### config.mk
export PLATFORM = sky130hd
export DESIGN_NAME = ex_mc_stage
export DESIGN_NICKNAME = d
export VERILOG_FILES = /design/src/rtl/ex_mc_stage.sv
export SDC_FILE = /design/constraint.sdc
export NUM_CORES = 2
export LEC_CHECK = 0
export BUFFER_PORTS_ARGS = -buffer_cell sky130_fd_sc_hd__clkbuf_2
export CORE_ASPECT_RATIO = 0.8
export CORE_MARGIN = 5
export CORE_UTILIZATION = 62
export CTS_BUF_LIST = sky130_fd_sc_hd__clkbuf_16
export DETAILED_ROUTE_END_ITERATION = 8
export PLACE_DENSITY = 0.83
export SLEW_MARGIN = 5
export SYNTH_ARGS = -nofsm -noshare
export SYNTH_HDL_FRONTEND = slang
export SYNTH_SLANG_ARGS = --single-unit
### constraint.sdc
create_clock -name clk -period 21.8 [get_ports clk]
set_clock_uncertainty 0.05 [all_clocks]
set_input_delay 2.18 -clock clk [delete_from_list [all_inputs] [get_ports clk]]
set_output_delay 2.18 -clock clk [all_outputs]
set_load 0.05 [all_outputs]
### src/rtl/ex_mc_stage.sv
// Execute stage: source operand muxing, ALU / multiplier / iterative divider,
// and the registered EX/MEM payload behind a valid/ready handshake.
//
// Divider FSM
//   state  | meaning
//   IDLE   | no division in flight, operands are latched on a divide start
//   BUSY   | restoring division, DIV_BITS_PER_CYCLE quotient bits per cycle
//   DONE   | result valid on div_res, held until the instruction is accepted
module ex_mc_stage #(
   parameter logic [31:0] RESET_PC           = 32'h1c000000,
   parameter int          DIV_BITS_PER_CYCLE = 1
) (
   input  logic        clk,
   input  logic        resetn,
   input  logic        in_valid,
   output logic        in_ready,
   output logic        out_valid,
   input  logic        out_ready,
   input  logic        flush,
   input  logic [31:0] pc,
   input  logic [31:0] imm,
   input  logic [31:0] rj_value,
   input  logic [31:0] rkd_value,
   input  logic [11:0] alu_op,
   input  logic [2:0]  mul_op,
   input  logic [3:0]  div_op,
   input  logic        src1_is_pc,
   input  logic        src2_is_imm,
   input  logic [7:0]  load_op,
   input  logic        res_from_mem,
   input  logic        gr_we,
   input  logic        mem_we,
   input  logic [4:0]  dest,
   output logic [31:0] result,
   output logic        fwd_valid,
   output logic        div_busy,
   output logic [31:0] result_out,
   output logic [31:0] pc_out,
   output logic [7:0]  load_op_out,
   output logic        res_from_mem_out,
   output logic        gr_we_out,
   output logic        mem_we_out,
   output logic [4:0]  dest_out,
   output logic [31:0] rkd_value_out
);

   localparam int         N        = 32 / DIV_BITS_PER_CYCLE;
   localparam logic [4:0] CNT_LAST = 5'(N - 1);

   typedef enum logic [1:0] {S_IDLE, S_BUSY, S_DONE} div_state_e;

   div_state_e  state, state_nx;
   logic [4:0]  div_cnt;
   logic [31:0] div_a, div_b, div_q, div_r;
   logic        div_qsign, div_rsign;
   logic [31:0] a_nx, q_nx;
   logic [32:0] r_nx;

   logic [31:0] src1, src2;
   logic [31:0] add_res, sub_res, sra_res;
   logic [31:0] alu_res, mul_res, div_res;
   logic [32:0] mul_a, mul_b;
   logic [63:0] mul_prod;
   logic        div_signed, x_neg, y_neg, div_start, ready_go, capture;
   logic [31:0] abs_x, abs_y, quo_fix, rem_fix;

   assign src1 = src1_is_pc  ? pc  : rj_value;
   assign src2 = src2_is_imm ? imm : rkd_value;

   // alu_op one-hot: add sub slt sltu and nor or xor sll srl sra lui
   assign add_res = src1 + src2;
   assign sub_res = src1 - src2;
   assign sra_res = $signed(src1) >>> src2[4:0];
   assign alu_res = ({32{alu_op[0]}}  & add_res)
                  | ({32{alu_op[1]}}  & sub_res)
                  | ({32{alu_op[2]}}  & {31'b0, $signed(src1) < $signed(src2)})
                  | ({32{alu_op[3]}}  & {31'b0, src1 < src2})
                  | ({32{alu_op[4]}}  & (src1 & src2))
                  | ({32{alu_op[5]}}  & ~(src1 | src2))
                  | ({32{alu_op[6]}}  & (src1 | src2))
                  | ({32{alu_op[7]}}  & (src1 ^ src2))
                  | ({32{alu_op[8]}}  & (src1 << src2[4:0]))
                  | ({32{alu_op[9]}}  & (src1 >> src2[4:0]))
                  | ({32{alu_op[10]}} & sra_res)
                  | ({32{alu_op[11]}} & src2);

   // mul_op one-hot: mul.w, mulh.w, mulh.wu; one 33x33 signed multiply covers all three
   assign mul_a    = {mul_op[1] & src1[31], src1};
   assign mul_b    = {mul_op[1] & src2[31], src2};
   assign mul_prod = {{31{mul_a[32]}}, mul_a} * {{31{mul_b[32]}}, mul_b};
   assign mul_res  = ({32{mul_op[0]}} & mul_prod[31:0])
                   | ({32{mul_op[1] | mul_op[2]}} & mul_prod[63:32]);

   // Signs are only latched for signed ops, so unsigned results skip the fix-up
   assign div_signed = div_op[0] | div_op[1];
   assign x_neg      = div_signed & src1[31];
   assign y_neg      = div_signed & src2[31];
   assign abs_x      = x_neg ? (32'd0 - src1) : src1;
   assign abs_y      = y_neg ? (32'd0 - src2) : src2;
   assign div_start  = in_valid & (|div_op) & ~flush;

   assign quo_fix = div_qsign ? (32'd0 - div_q) : div_q;
   assign rem_fix = div_rsign ? (32'd0 - div_r) : div_r;
   assign div_res = (state == S_DONE)
                  ? (({32{div_op[0] | div_op[2]}} & quo_fix) | ({32{div_op[1] | div_op[3]}} & rem_fix))
                  : 32'd0;

   assign result    = alu_res | mul_res | div_res;
   assign ready_go  = ~(|div_op) | (state == S_DONE);
   assign fwd_valid = in_valid & ready_go;
   assign in_ready  = resetn & ~flush & (~in_valid | (ready_go & out_ready));
   assign div_busy  = (state == S_BUSY);
   assign capture   = in_valid & ready_go & out_ready & ~flush;

   // Restoring division steps for one cycle; a zero divisor naturally yields all-ones / dividend
   always_comb begin
      a_nx = div_a;
      q_nx = div_q;
      r_nx = {1'b0, div_r};
      for (int i = 0; i < DIV_BITS_PER_CYCLE; i++) begin
         r_nx = {r_nx[31:0], a_nx[31]};
         a_nx = {a_nx[30:0], 1'b0};
         if (r_nx >= {1'b0, div_b}) begin
            r_nx = r_nx - {1'b0, div_b};
            q_nx = {q_nx[30:0], 1'b1};
         end else begin
            q_nx = {q_nx[30:0], 1'b0};
         end
      end
   end

   // Divider next-state; flush overrides every transition
   always_comb begin
      state_nx = state;
      case (state)
         S_IDLE:  if (div_start) state_nx = S_BUSY;
         S_BUSY:  if (div_cnt == CNT_LAST) state_nx = S_DONE;
         S_DONE:  if (in_valid & out_ready) state_nx = S_IDLE;
         default: state_nx = S_IDLE;
      endcase
      if (flush) state_nx = S_IDLE;
   end

   // Divider state, step counter and datapath registers
   always_ff @(posedge clk) begin
      if (!resetn) begin
         state     <= S_IDLE;
         div_cnt   <= 5'd0;
         div_a     <= 32'd0;
         div_b     <= 32'd0;
         div_q     <= 32'd0;
         div_r     <= 32'd0;
         div_qsign <= 1'b0;
         div_rsign <= 1'b0;
      end else begin
         state <= state_nx;
         if (flush) begin
            div_cnt <= 5'd0;
         end else if (state == S_IDLE && div_start) begin
            div_cnt   <= 5'd0;
            div_a     <= abs_x;
            div_b     <= abs_y;
            div_q     <= 32'd0;
            div_r     <= 32'd0;
            div_qsign <= x_neg ^ y_neg;
            div_rsign <= x_neg;
         end else if (state == S_BUSY) begin
            div_cnt <= (div_cnt == CNT_LAST) ? 5'd0 : div_cnt + 5'd1;
            div_a   <= a_nx;
            div_q   <= q_nx;
            div_r   <= r_nx[31:0];
         end
      end
   end

   // EX/MEM handshake and payload registers
   always_ff @(posedge clk) begin
      if (!resetn) begin
         out_valid        <= 1'b0;
         result_out       <= 32'd0;
         pc_out           <= RESET_PC;
         load_op_out      <= 8'd0;
         res_from_mem_out <= 1'b0;
         gr_we_out        <= 1'b0;
         mem_we_out       <= 1'b0;
         dest_out         <= 5'd0;
         rkd_value_out    <= 32'd0;
      end else begin
         if (flush) out_valid <= 1'b0;
         else if (out_ready) out_valid <= in_valid & ready_go;
         if (capture) begin
            result_out       <= result;
            pc_out           <= pc;
            load_op_out      <= load_op;
            res_from_mem_out <= res_from_mem;
            gr_we_out        <= gr_we;
            mem_we_out       <= mem_we;
            dest_out         <= dest;
            rkd_value_out    <= rkd_value;
         end
      end
   end

endmodule

Yosys cells after proc, flatten, opt, wreduce, memory -nomap -nowiden
Index checks and enable logic that the tools add are counted.

Flip-flop bits (word level): 250. Bits in latches: 0. Bits in writable memories: 0. Memory bits (read-only): 0. Logic and storage cells: 126. Memories: 0.

Add/subtract/negate cells: 8. Multiply operators: 1. Divide/modulo/power cells: 0. Magnitude comparators: 3. Equality and inequality tests: 6. Shifts and indexed selects: 3. Multiplexer cells: 20. Bitwise logic cells: 59. Reduce and logical (&&, ||, !) cells: 9.

Operators with widths (count): $or A32 B32 Y32 (16); $and A32 B32 Y32 (15); $mux W32 (14); $sub A1 B32 Y32 const A (4); $and A32 B1 Y32 (2); $lt A32 B32 Y1 (2); $mul A33 B33 Y64 (1); $sub A32 B32 Y32 (2); $ge A33 B32 Y1 (1); $add A32 B32 Y32 (1); $not A32 Y32 (1); $shl A32 B5 Y32 (1); $shr A32 B5 Y32 (1); $sshr A32 B5 Y32 (1); $xor A32 B32 Y32 (1); $and A1 B1 Y1 (13); $mux W2 (3); $or A1 B1 Y1 (6); $pmux W2 S3 (1); $add A5 B1 Y5 const B (1); $eq A5 B5 Y1 const B (1); $mux W5 (1); $ne A2 B1 Y1 const B (2); $not A1 Y1 (4); other kinds (13) (14).

Longest topological paths before layout
Depth after elaboration: 16. Gate-level depth with buffers: 36. Gate-level depth less buffers: 30.

Worst setup path before layout
No wires, ideal clock.

Kind: input port to output port. Start point: in src2_is_imm. End point: out result[2]. Arrival time: 11.577 ns. Required time: 19.570 ns. Slack: 7.993 ns. Stages: 33. Cells stage by stage: buf_4 mux2i_4 inv_2 buf_2 buf_2 buf_2 clkbuf_1 buf_1 clkbuf_1 nand2_1 fa_1 fa_1 inv_1 fa_1 inv_1 fa_1 fa_1 inv_1 fa_1 fa_1 inv_1 fa_1 inv_1 ha_1 clkbuf_1 o21a_1 a21oi_1 a21oi_1 a21o_1 a221o_1 a221o_1 xnor2_1 o21ai_0.

Cells in the longest elaborated chain, start to end: 16.

RTL lines: from (decl) (line 28) `input logic src2_is_imm,`; $mux W32 * (line 68) `assign src2 = src2_is_imm ? imm : rkd_value;`; parallel branches: the longest is 13 deep, another holds $mul A33 B33 Y64; $or A32 B32 Y32 * (2 in series) (line 108) `assign result = alu_res | mul_res | div_res;`; to (decl) (line 34) `output logic [31:0] result,`.

Every way passes the cells marked *.

Worst setup path after layout
Start point: in src1_is_pc. End point: out result[25].

Cells in the longest elaborated chain, start to end: 16.

RTL lines: from (decl) (line 27) `input logic src1_is_pc,`; $mux W32 * (line 67) `assign src1 = src1_is_pc ? pc : rj_value;`; parallel branches: the longest is 13 deep, another holds $mul A33 B33 Y64; $or A32 B32 Y32 * (2 in series) (line 108).

Marks and branches as above.

==> key figures <==
Floorplan
  – Area of the core: 98,600 um^2
  – Initial Util: 0.625
  – Ports: 318
  – Num rows: 103
  – Die area: 106,000 um^2
  – Die Span Y: 292 um
  – Die W: 362 um

Setup path
  – Worst setup endpoint: result[25]
  – Critical Path Start Type: primary input
  – CP Class: primary input to output port
  – FF-to-FF path depth: 10
  – Crit path max fanout: 35
  – Critical path endpoint category: output port
  – Worst path slowest cell: fa_1
  – Critical path launch point: src1_is_pc
  – Reg2Reg Setup Slack: 17.34 ns
  – Family with the most delay on the worst path: adder cells
  – Stages on worst setup path: 33
  – Worst endpoint required time: 19.57 ns
  – WP data arrival: 13.97 ns
  – CP Buf/Inv Count: 12
  – Reg2reg end: result_out[29]$_SDFFE_PN0P_
  – Critical R2R Launch: div_q[17]$_SDFFE_PN0P_
  – Max incr delay on CP: 0.93 ns

Clock tree
  – Cts bufs inserted: 25
  – Clk_lat worst skew: 0.60 ns
  – Clock tree root driver cell: clkbuf_16
  – CTS max path bufs: 3
  – Post-CTS Repair Setup Buffers: 0
  – CTS tree: built
  – Cts repair resizes: 0
  – H-tree lvl count: 1
  – Clock transition at path regs: 0.07 ns
  – # clock sinks: 250
  – Cts hold-fix bufs: 0

Detailed routing
  – Iteration-0 DRC Markers: 8,307
  – Residual antenna-violating net count after detailed routing: 0
  – Routed wire per std cell: 30.4 um
  – Vias: 59,875
  – Vias per cell: 6.66
  – DRC: 0
  – Final wirelength: 273 mm
  – DRT Pass-1 Iters: 9

GRT
  – GR Util All Layers: 0.510
  – Vias in the first global route: 59,756
  – First-pass GRT wire length: 397 mm
  – Largest net degree at the start of global routing: 96
  – Total grt overflow: 0
  – Initial antenna violation count: 31

Yosys
  – Largest family of logic cells by synthesized area: adder cells
  – Post-synthesis simple-gate area fraction: 0.162
  – Synth cell types: 99
  – Yosys warnings: 0
  – Async set-or-reset flop fraction in the synthesized netlist: 0
  – Post-synth EDFFs: 0
  – Post-synthesis mux area share: 0.0494
  – Adder-cell share of the synthesized area: 0.437
  – Xor and xnor area share after synthesis: 0.0289
  – Synth top area share: 0.367
  – Syn avg cell area: 8.11 um^2
  – Area contributors post-synth: fa_1, dfxtp_1, nand2_1
  – Syn nets: 9,238
  – Gate Count Post-Synth: 7,593
  – Synth area leader: fa_1
  – Register area share after synthesis: 0.0813
  – Synthesized cell area: 61,600 um^2
  – Flops & latches, synth: 250
  – Post-synth top cells: nand2_1, inv_1, fa_1
  – Synth Area in Compound Gates: 0.131
  – Most numerous cell in the Yosys netlist: nand2_1
  – Synth Flop Type: dfxtp_1

Layout
  – Fraction of layout cells with a size suffix above 1: 0.0915
  – Core Util, Final: 0.665
  – Fillers: 7,995
  – Nets: 9,273
  – Area Overhead vs Synth: 6.41%

STA
  – Crit path time final: 16.20 ns
  – Final period util: 0.743
  – Worst slew pin tran: 1.51 ns
  – Final Max Slew Viols: 26
  – Slew HR: -0.00949
  – Setup tns final: 0 ns
  – Unrepaired setup endpoints after global routing: false
  – Final setup vio count: 0
  – Fmax: 61.7 MHz
  – PnR worst setup slack: 5.60 ns
  – Fin. Hold Viols: 0

Placement
  – I/O Buffers: 317
  – Pre-CTS setup slack: 6.01 ns
  – GPL Wtd Cong: 1.13
  – Final HPWL DP: 209 mm

Hold path
  – Hold WC Path Type: flop to flop

Job
  – Max Cap Viol: 1

Status
  – Outcome: finished, violations left
  – Failing checks: capacitance limit, slew limit
## sequential cells by signal, indices dropped and copies added, names as in the netlist, 2 cells and up
register	cells
div_r	32
state	2
div_b	32
result_out	32
div_cnt	5
pc_out	32
div_a	32
dest_out	5
load_op_out	8
div_q	32
rkd_value_out	32
## logic make-up (layout without fill, tap and decap cells)
group                    Yosys count  count (layout)
AND/OR/NAND/NOR                 2361            2361
buffers and inverters           1785            1839
adder cells (fa/ha/maj)         1475            1475
AO/OA/AOI/OAI                   1238            1238
multiplexers                     281             281
flip-flops                       250             250
XOR/XNOR                         203             203
other                              0              26
## worst min-delay path, delay by kind of cell (launching register included)
family          cells  cell delay [ns]
compound gates      1             0.05
flops               1             0.31
simple gates        1             0.05
## worst min path at each step
| stage | to | cells past startpoint | start | slack, ns |
|---|---|---|---|---|
| 2_1_floorplan | div_b[10]$_SDFFE_PN0P_ | 2 | div_b[10]$_SDFFE_PN0P_ | 0.38 |
| 3_3_place_gp | pc_out[23]$_SDFFE_PN0P_ | 2 | pc_out[23]$_SDFFE_PN0P_ | 0.39 |
| 3_5_place_dp | div_b[24]$_SDFFE_PN0P_ | 2 | div_b[24]$_SDFFE_PN0P_ | 0.39 |
| 4_1_cts | div_b[24]$_SDFFE_PN0P_ | 2 | div_b[24]$_SDFFE_PN0P_ | 0.40 |
| 5_1_grt | pc_out[1]$_SDFFE_PN0P_ | 2 | pc_out[1]$_SDFFE_PN0P_ | 0.42 |
| 6_report | div_b[24]$_SDFFE_PN0P_ | 2 | div_b[24]$_SDFFE_PN0P_ | 0.40 |
## per-layer routing
layer | part of all wire | routed length (um) | vias to the layer above | GRT usage
li1 | - | - | 24245 | -
met2 | 0.39 | 107000 | 5150 | 0.705
met5 | 0.00071 | 195 | - | 0
met3 | 0.17 | 47100 | 1289 | 0.248
met1 | 0.35 | 95900 | 29163 | 0.644
met4 | 0.083 | 22600 | 28 | 0.307
## final cells by class
| cell class | instances | area, um^2 | share of cell area |
|---|---|---|---|
| Antenna cell | 26 | 65.1 | 0.000993 |
| Clock buffer | 25 | 626 | 0.00955 |
| Clock inverter | 21 | 254 | 0.00388 |
| Inverter | 1298 | 4880 | 0.0744 |
| Multi-Input combinational cell | 5558 | 50100 | 0.765 |
| Sequential cell | 250 | 5000 | 0.0764 |
| Tap cell | 1312 | 1640 | 0.0251 |
| Timing Repair Buffer | 495 | 2930 | 0.0446 |
## layout by cell type, fill, tap and decap left out, types with 17 or more instances in the layout
cell type  instances
inv_1           1275
clkbuf_2         315
mux2i_2           38
nor4_1            29
o2111ai_1         18
o31ai_1           38
ha_1             347
and3_1            23
diode_2           26
o211ai_1          28
nand4_1           36
a221oi_1          30
a31oi_1           58
nand2_1         1277
a21oi_1          370
fa_1            1128
mux2i_4           17
nand3_1          114
buf_4            179
o22ai_1           37
a211oi_1          52
o21ai_0          241
clkbuf_16         25
o21bai_1          18
or2_2             19
or3_1             32
and2_1            17
mux2i_1          203
xnor2_1          134
nor2b_1           24
o21a_1            18
xor2_1            69
a311oi_1          36
nor3_1            75
dfxtp_1          250
a21o_1            65
nor2_1           605
nand2b_1          41
a22oi_1           36
## through the flow
stage,std cells,cell area [um^2],hold WS (ns)
global route,8959,65500,0.421
CTS,8959,65500,0.404
finish,8985,65500,0.402
global placement,8913,64600,0.391
detailed placement,8913,64600,0.395
floorplan,7593,61600,0.382
Power is left out: the tool's default activity adds up to more than one toggle a clock period on the data nets, which glitch-free logic cannot reach.
